$ cat src/rtl/dcache_line_xfer.sv
// dcache_line_xfer: dirty-victim write-back then line refill over a beat-serial bus.
// Define DCACHE_XFER_PERF_EN to add the o_wb_count / o_refill_count event counters.
module dcache_line_xfer #(
    parameter int ADDR_WIDTH = 64,
    parameter int LINE_WIDTH = 512,
    parameter int BEAT_WIDTH = 64
) (
    input  logic                  i_clk,
    input  logic                  i_arstn,
    input  logic                  i_start,
    input  logic                  i_dirty,
    input  logic [ADDR_WIDTH-1:0] i_addr,
    input  logic [ADDR_WIDTH-1:0] i_addr_wb,
    input  logic [LINE_WIDTH-1:0] i_data_wb,
    output logic                  o_busy,
    output logic                  o_block_we,
    output logic [LINE_WIDTH-1:0] o_data_block,
    output logic                  o_done,
    output logic                  o_mem_avalid,
    input  logic                  i_mem_aready,
    output logic                  o_mem_awrite,
    output logic [ADDR_WIDTH-1:0] o_mem_addr,
    output logic                  o_mem_wvalid,
    input  logic                  i_mem_wready,
    output logic [BEAT_WIDTH-1:0] o_mem_wdata,
    output logic                  o_mem_wlast,
    input  logic                  i_mem_rvalid,
    output logic                  o_mem_rready,
    input  logic [BEAT_WIDTH-1:0] i_mem_rdata
`ifdef DCACHE_XFER_PERF_EN
    ,
    output logic [31:0]           o_wb_count,
    output logic [31:0]           o_refill_count
`endif
);

    localparam int BEATS = LINE_WIDTH / BEAT_WIDTH;
    localparam int CW = $clog2(BEATS);
    localparam logic [CW-1:0] LAST = CW'(BEATS - 1);
    localparam logic [ADDR_WIDTH-1:0] LMASK = ~ADDR_WIDTH'(LINE_WIDTH / 8 - 1);

    typedef enum logic [2:0] {
        IDLE, WB_ADDR, WB_DATA, RF_ADDR, RF_DATA, FILL, DONE
    } state_t;

    state_t                state;
    logic [CW-1:0]         cnt;
    logic [CW-1:0]         cnt_inc;
    logic [ADDR_WIDTH-1:0] miss_addr;
    logic [LINE_WIDTH-1:0] wb_buf;
    logic [LINE_WIDTH-1:0] fill_buf;
    logic [LINE_WIDTH-1:0] fill_nx;

    assign cnt_inc = cnt + CW'(1);

    // fill_nx lets the last beat reach o_data_block in the same edge it lands
    always_comb begin
        fill_nx = fill_buf;
        fill_nx[cnt*BEAT_WIDTH +: BEAT_WIDTH] = i_mem_rdata;
    end

    always_ff @(posedge i_clk or negedge i_arstn) begin
        if (!i_arstn) begin
            state        <= IDLE;
            cnt          <= '0;
            miss_addr    <= '0;
            wb_buf       <= '0;
            fill_buf     <= '0;
            o_busy       <= 1'b0;
            o_block_we   <= 1'b0;
            o_data_block <= '0;
            o_done       <= 1'b0;
            o_mem_avalid <= 1'b0;
            o_mem_awrite <= 1'b0;
            o_mem_addr   <= '0;
            o_mem_wvalid <= 1'b0;
            o_mem_wdata  <= '0;
            o_mem_wlast  <= 1'b0;
            o_mem_rready <= 1'b0;
        end else begin
            case (state)
                IDLE: if (i_start) begin
                    miss_addr    <= i_addr & LMASK;
                    wb_buf       <= i_data_wb;
                    o_busy       <= 1'b1;
                    o_mem_avalid <= 1'b1;
                    o_mem_awrite <= i_dirty;
                    o_mem_addr   <= (i_dirty ? i_addr_wb : i_addr) & LMASK;
                    state        <= i_dirty ? WB_ADDR : RF_ADDR;
                end
                WB_ADDR: if (i_mem_aready) begin
                    o_mem_avalid <= 1'b0;
                    o_mem_awrite <= 1'b0;
                    o_mem_wvalid <= 1'b1;
                    o_mem_wdata  <= wb_buf[BEAT_WIDTH-1:0];
                    o_mem_wlast  <= 1'b0;
                    state        <= WB_DATA;
                end
                WB_DATA: if (i_mem_wready) begin
                    if (cnt == LAST) begin
                        cnt          <= '0;
                        o_mem_wvalid <= 1'b0;
                        o_mem_wlast  <= 1'b0;
                        o_mem_avalid <= 1'b1;
                        o_mem_addr   <= miss_addr;
                        state        <= RF_ADDR;
                    end else begin
                        cnt         <= cnt_inc;
                        o_mem_wdata <= wb_buf[cnt_inc*BEAT_WIDTH +: BEAT_WIDTH];
                        o_mem_wlast <= (cnt_inc == LAST);
                    end
                end
                RF_ADDR: if (i_mem_aready) begin
                    o_mem_avalid <= 1'b0;
                    o_mem_rready <= 1'b1;
                    state        <= RF_DATA;
                end
                RF_DATA: if (i_mem_rvalid) begin
                    fill_buf <= fill_nx;
                    if (cnt == LAST) begin
                        cnt          <= '0;
                        o_mem_rready <= 1'b0;
                        o_block_we   <= 1'b1;
                        o_data_block <= fill_nx;
                        state        <= FILL;
                    end else begin
                        cnt <= cnt_inc;
                    end
                end
                FILL: begin
                    o_block_we <= 1'b0;
                    o_done     <= 1'b1;
                    state      <= DONE;
                end
                DONE: begin
                    o_done <= 1'b0;
                    o_busy <= 1'b0;
                    state  <= IDLE;
                end
                default: state <= IDLE;
            endcase
        end
    end

`ifdef DCACHE_XFER_PERF_EN
    always_ff @(posedge i_clk or negedge i_arstn) begin
        if (!i_arstn) begin
            o_wb_count     <= '0;
            o_refill_count <= '0;
        end else begin
            if (state == WB_DATA && i_mem_wready && cnt == LAST)
                o_wb_count <= o_wb_count + 32'd1;
            if (state == RF_DATA && i_mem_rvalid && cnt == LAST)
                o_refill_count <= o_refill_count + 32'd1;
        end
    end
`endif

endmodule

$ cat config.mk
export PLATFORM = sky130hd
export DESIGN_NAME = dcache_line_xfer
export DESIGN_NICKNAME = d
export VERILOG_FILES = /design/src/rtl/dcache_line_xfer.sv
export SDC_FILE = /design/constraint.sdc
export NUM_CORES = 2
export LEC_CHECK = 0
export CAP_MARGIN = 40
export CORE_AREA = 2 2 532 534
export CTS_CLUSTER_DIAMETER = 200
export DETAILED_ROUTE_END_ITERATION = 7
export DIE_AREA = 0 0 534 536
export GPL_ROUTABILITY_DRIVEN = 0
export PLACE_DENSITY_LB_ADDON = 0.15
export SYNTH_ARGS = -nofsm -noshare
export SYNTH_HDL_FRONTEND = slang
export SYNTH_SLANG_ARGS = --single-unit
$ cat constraint.sdc
create_clock -name i_clk -period 3 [get_ports i_clk]
set_input_delay 0.6 -clock i_clk [delete_from_list [all_inputs] [get_ports i_clk]]
set_output_delay 0.6 -clock i_clk [all_outputs]
set_load 0.005 [all_outputs]
Yosys cells after proc, flatten, opt, wreduce, memory -nomap -nowiden

Cells that the tools add are included.

Flip-flop bits (word level): 1,736
Output and inout bits: 648

$add $sub $neg: 2
Eq/ne operators: 17
Shift-type cells: 3
Muxes and demuxes: 43
Reductions and logical operators: 25

Operator list:

| operator                                                                  | count |
|---|---|
| 512-bit bitwise mux                                                       | 1 |
| 64-bit by 34-bit variable shift with 512-bit output, first input constant | 1 |
| 512-bit by 10-bit variable part select with 64-bit output                 | 1 |
| 64-bit by 34-bit variable part select with 512-bit output                 | 1 |
| 64-bit 2-to-1 mux                                                         | 7 |
| 64-bit case mux with 2 select lines                                       | 2 |
| 9-bit negation with 34-bit output                                         | 1 |
| 3-bit 2-to-1 mux                                                          | 10 |
| 3-bit case mux with 6 select lines                                        | 1 |
| 2-bit != test, second input constant                                      | 8 |
| 4-bit AND reduction                                                       | 4 |
| 2-bit nonzero test                                                        | 8 |
| 3-bit == test, second input constant                                      | 5 |
| 3-bit AND reduction                                                       | 5 |
| 1-bit case mux with 2 select lines                                        | 7 |
| 1-bit 2-to-1 mux                                                          | 12 |
| 7-bit AND reduction                                                       | 1 |
| 3-bit by 2-bit == test with 1-bit output, second input constant           | 2 |
| 3-bit case mux with 2 select lines                                        | 1 |
| 2-bit AND reduction                                                       | 3 |
| 5-bit AND reduction                                                       | 1 |
| 3-bit by 1-bit adder with 3-bit output, second input constant             | 1 |
| 3-bit by 1-bit == test with 1-bit output, second input constant           | 1 |
| 3-bit zero test                                                           | 1 |
| other kinds (5)                                                           | 5 |

Logic depth before layout (Yosys ltp)

Depth in word-level cells: 5
Depth in mapped cells: 14
Mapped depth without buffers: 7

Least setup slack after synthesis

No wires, ideal clock.

Path kind: reg2reg
From: reg cnt[0]
To: reg o_data_block[132]
Setup time: 0.137 ns
Arrival time: 2.784 ns
Path slack: 0.079 ns
Cell stages (with the launch flop): 14
Buffers on the path: 6
Path through: dfrtp_1 -> buf_2 -> buf_6 -> buf_2 -> buf_2 -> inv_1 -> ha_1 -> ha_1 -> nor2b_1 -> and3_1 -> buf_4 -> buf_2 -> mux2i_1 -> a21oi_1

Cells in the longest elaborated chain, start to end: 3
Elaborated cells between the ends (all ways): 6
Those cells by class: 1 x add/sub; 1 x eq/ne; 2 x shift; 1 x mux; 1 x reduce/logical

Ends and longest elaborated chain:

| item                                                                                                                                    | RTL line | RTL |
|---|---|---|
| from (decl)                                                                                                                             | 47       | `logic [CW-1:0] cnt;` |
| from (signal assigned)                                                                                                                  | 108      | `cnt <= cnt_inc;` |
| from (signal assigned)                                                                                                                  | 127      | `cnt <= cnt_inc;` |
| 9-bit negation with 34-bit output                                                                                                       | 59       | `fill_nx[cnt*BEAT_WIDTH +: BEAT_WIDTH] = i_mem_rdata;` |
| 64-bit by 34-bit variable part select with 512-bit output / 64-bit by 34-bit variable shift with 512-bit output (equally long branches) | 59       |  |
| 512-bit bitwise mux                                                                                                                     | 59       |  |
| to (signal assigned)                                                                                                                    | 124      | `o_data_block <= fill_nx;` |
| to (decl)                                                                                                                               | 17       | `output logic [LINE_WIDTH-1:0] o_data_block,` |

Several ways; a longest one is shown, not always the timed one.
A chain may end at the register's enable or synchronous reset.

Worst setup path after layout

From: reg cnt[0]
To: reg o_data_block[161]

Same word-level chain as after synthesis.

==> run_results.csv <==
group,metric,value,unit
clock_tree,cts.sinks,1730,
power,irDropWorstVdd,0.8445,mV
power,powerDensity,945.2,nW/um^2
clock_tree,clk_latency,870,ps
clock_tree,clk_pin_slew,60,ps
routing,firstDrtPassIters,7,
clock_tree,clock_path_buffers,4,
layout,instances_no_fill,11790,
min_path,min_to,"wb_buf[429]",
worst_setup_path,cp-end-kind,"flop",
timing,setup_slack,215.2,ps
clock_tree,cts_tree,"done",
synthesis,async_reset_ff_share,100.0,%
timing,slew_headroom,36.48,%
layout,final_area,100300,sq um
worst_setup_path,required,3720,ps
global_routing,grt_pass1_wl,425.1,mm
timing,fin_crit_sh,92.83,%
place,placed_cell_area,93420,sq um
floorplan,rows,195,
synthesis,yosysSeqAreaShare,58.38,%
clock_tree,cts_made_buffers,208,
clock_tree,root_buffer,"clkbuf_16",
routing,routed-via-count,54880,
routing,drt_iter0_drc,3284,
power,p_leak,43.54,nW
clock_tree,cts_htree_levels,4,
routing,route.detailed.drc,0,
synthesis,syn_area,74160,sq um
layout,fillerInstances,27920,
synthesis,syn_area_per_cell,11.40,sq um
synthesis,synth_cell_types,48,
worst_setup_path,start_kind,"flop",
layout,multi_input_area,28640,sq um
timing,rsz0062_at_grt,"false",
global_routing,grt_usage,20.74,%
timing,tns,0,ps
timing,worstMarginPinSlew,952.8,ps
timing,setup_viol,0,
synthesis,yosysWarnings,0,
min_path,worstHoldPathType,"in2reg",
routing,vias_per_cell,4.657,
layout,drive_gt1_share,18.11,%
place,dp_slack,159.8,ps
global_routing,grt_overflow,0,
min_path,worstHoldPathCells,2,
timing,drv_slew,0,
timing,skew,52.02,ps
synthesis,synthFlopType,"dfrtp_1",
clock_tree,postCtsSetupRepairBufs,0,
layout,regArea,43300,sq um
timing,max_clock_freq,359.1,MHz
global_routing,antenna_found_initial,133,
floorplan,pin_count,1359,
place,dp_hpwl,230.4,mm
worst_setup_path,cp.arrival,3510,ps
power,power,94.85,mW
place,port_buffers,1340,
routing,routedWlPerCell,25.75,microns
place,placed_cells,11370,
floorplan,initial_core_util,26.41,%
synthesis,syn_inst,6506,
run_status,status,"completed",
layout,nNetsFinal,8558,
worst_setup_path,crit_type,"reg2reg",
synthesis,synth-seq-cells,1730,
synthesis,synth_edf_count,0,
floorplan,core-area,280800,sq um
floorplan,fp.dieH,536,microns
timing,hold_violations,0,
layout,areaGrowthSynthToFinish,35.31,%
global_routing,grt_max_degree,129,
timing,finalCriticalPeriod,2785,ps
run,cap_viol_max_count,0,
worst_setup_path,worstReg2RegStart,"cnt[0]",
routing,wl,303.5,mm
global_routing,grt_pass1_vias,55460,
floorplan,die-area,286200,sq um
worst_setup_path,worst-path-max-fanout,32,
min_path,hold_path.startpoint,"i_data_wb[429]",
worst_setup_path,rrSetupSlack,220,ps
worst_setup_path,rr_worst_depth,9,
routing,drtAntennaViolNets,0,
floorplan,die_w,534,microns
worst_setup_path,reg2reg_to,"o_data_block[161]",
==> cell families after synthesis <==
group                    synth area share (%)
other                                0.005057
adder cells (fa/ha/maj)                0.1012
AND/OR/NAND/NOR                         8.736
AO/OA/AOI/OAI                           9.688
flip-flops                              58.38
buffers and inverters                   3.199
multiplexers                            19.89
==> worst max-delay path, stage by stage, from the launching register on <==
cell,delay [ps]
dfrtp_4,450
inv_1,90
ha_4,170
ha_1,320
nor2b_1,350
and3_4,250
buf_12,260
buf_4,230
mux2i_1,410
a21oi_1,120
==> worst max path at each step <==
stage / startpoint / end / slack, ps / cells after the start
finish: cnt[0] / o_data_block[161] / 220 / 9
CTS: cnt[0] / o_data_block[139] / 210 / 9
detailed placement: i_mem_aready / o_mem_wdata[2] / 160 / 6
global placement: i_mem_aready / o_mem_wdata[2] / 150 / 6
global route: cnt[1] / o_data_block[180] / 130 / 9
floorplan: cnt[0] / o_data_block[132] / 80 / 13
==> Yosys cell counts (all sizes together), types with 2 or more instances <==
cell,count,share of area (%)
dfrtp,1730,58
mux4,128,3.9
clkbuf,248,1.3
or4b,2,0.032
and3,3,0.027
and2,65,0.55
nor2,898,4.5
nand3,3,0.020
nand4bb,2,0.030
o41ai,2,0.034
nand4b,5,0.059
mux2i,377,5.1
nor3b,2,0.027
inv,7,0.035
a21oi,896,6.0
nand4,5,0.042
nand3b,7,0.071
nand2,637,3.2
a31oi,4,0.034
mux2,699,11
ha,6,0.10
buf,243,1.9
o21ai,517,3.5
nor3,2,0.013
nor2b,5,0.042
==> where the power goes <==
group	switching [mW]	internal (mW)	leakage, nW	total (mW)
Sequential	4.75	30.4	22.6	35.1
Combinational	16.4	17.9	17.5	34.3
Clock	10.5	15.0	3.37	25.4
==> layout make-up <==
type	instances	area share (%)
timing repair buffer	1611	16.72
clock inverter	67	0.7320
clock buffer	299	6.048
tap	3743	4.667
multi-input combinational	4283	28.55
antenna	45	0.1122
inverter	7	0.02619
sequential	1730	43.15
==> what timing repair did <==
item / 4_1_cts / 5_1_grt
hold buffers: 1 / 0
gates resized for setup: 0 / 0
hold endpoints to repair: 32 / 0
==> metal layers <==
layer / wire length (microns) / track usage (%) / part of all wire [%]
met1: 120200 / 24.82 / 40
met2: 151800 / 35.96 / 50
met3: 19410 / 5.189 / 6.4
met4: 11400 / 7.383 / 3.8
met5: 599 / 0 / 0.20
==> layout by cell type, fill, tap and decap left out, types with 7 or more instances in the layout <==
master,n
nand3b_1,7
buf_4,166
a21oi_1,896
clkdlybuf4s50_1,1338
diode_2,45
mux2_2,639
clkbuf_8,50
clkbuf_16,209
buf_12,105
mux4_2,128
mux2i_1,377
nor2_1,897
o21ai_0,516
clkinv_2,41
and2_1,64
mux2_4,60
clkbuf_1,40
nand2_1,637
inv_1,7
bufinv_16,11
dfrtp_1,1729
==> state kept, by name, summed over array words and instances, names as in the netlist, 3 cells and up <==
signal and flops:
o_mem_addr 58, wb_buf 512, o_mem_wdata 64, miss_addr 58
fill_buf 512, o_data_block 512, cnt 3, state 3
==> per-stage QoR <==
stage                     utilization (%)  hold slack, ps
after floorplan                         -           304.4
after global placement              33.26           461.2
after detailed placement            33.26           469.3
after CTS                           35.69           242.2
after global routing                35.70           267.9
final                               35.73           334.0
No activity file was read; power rests on OpenSTA's default activity.
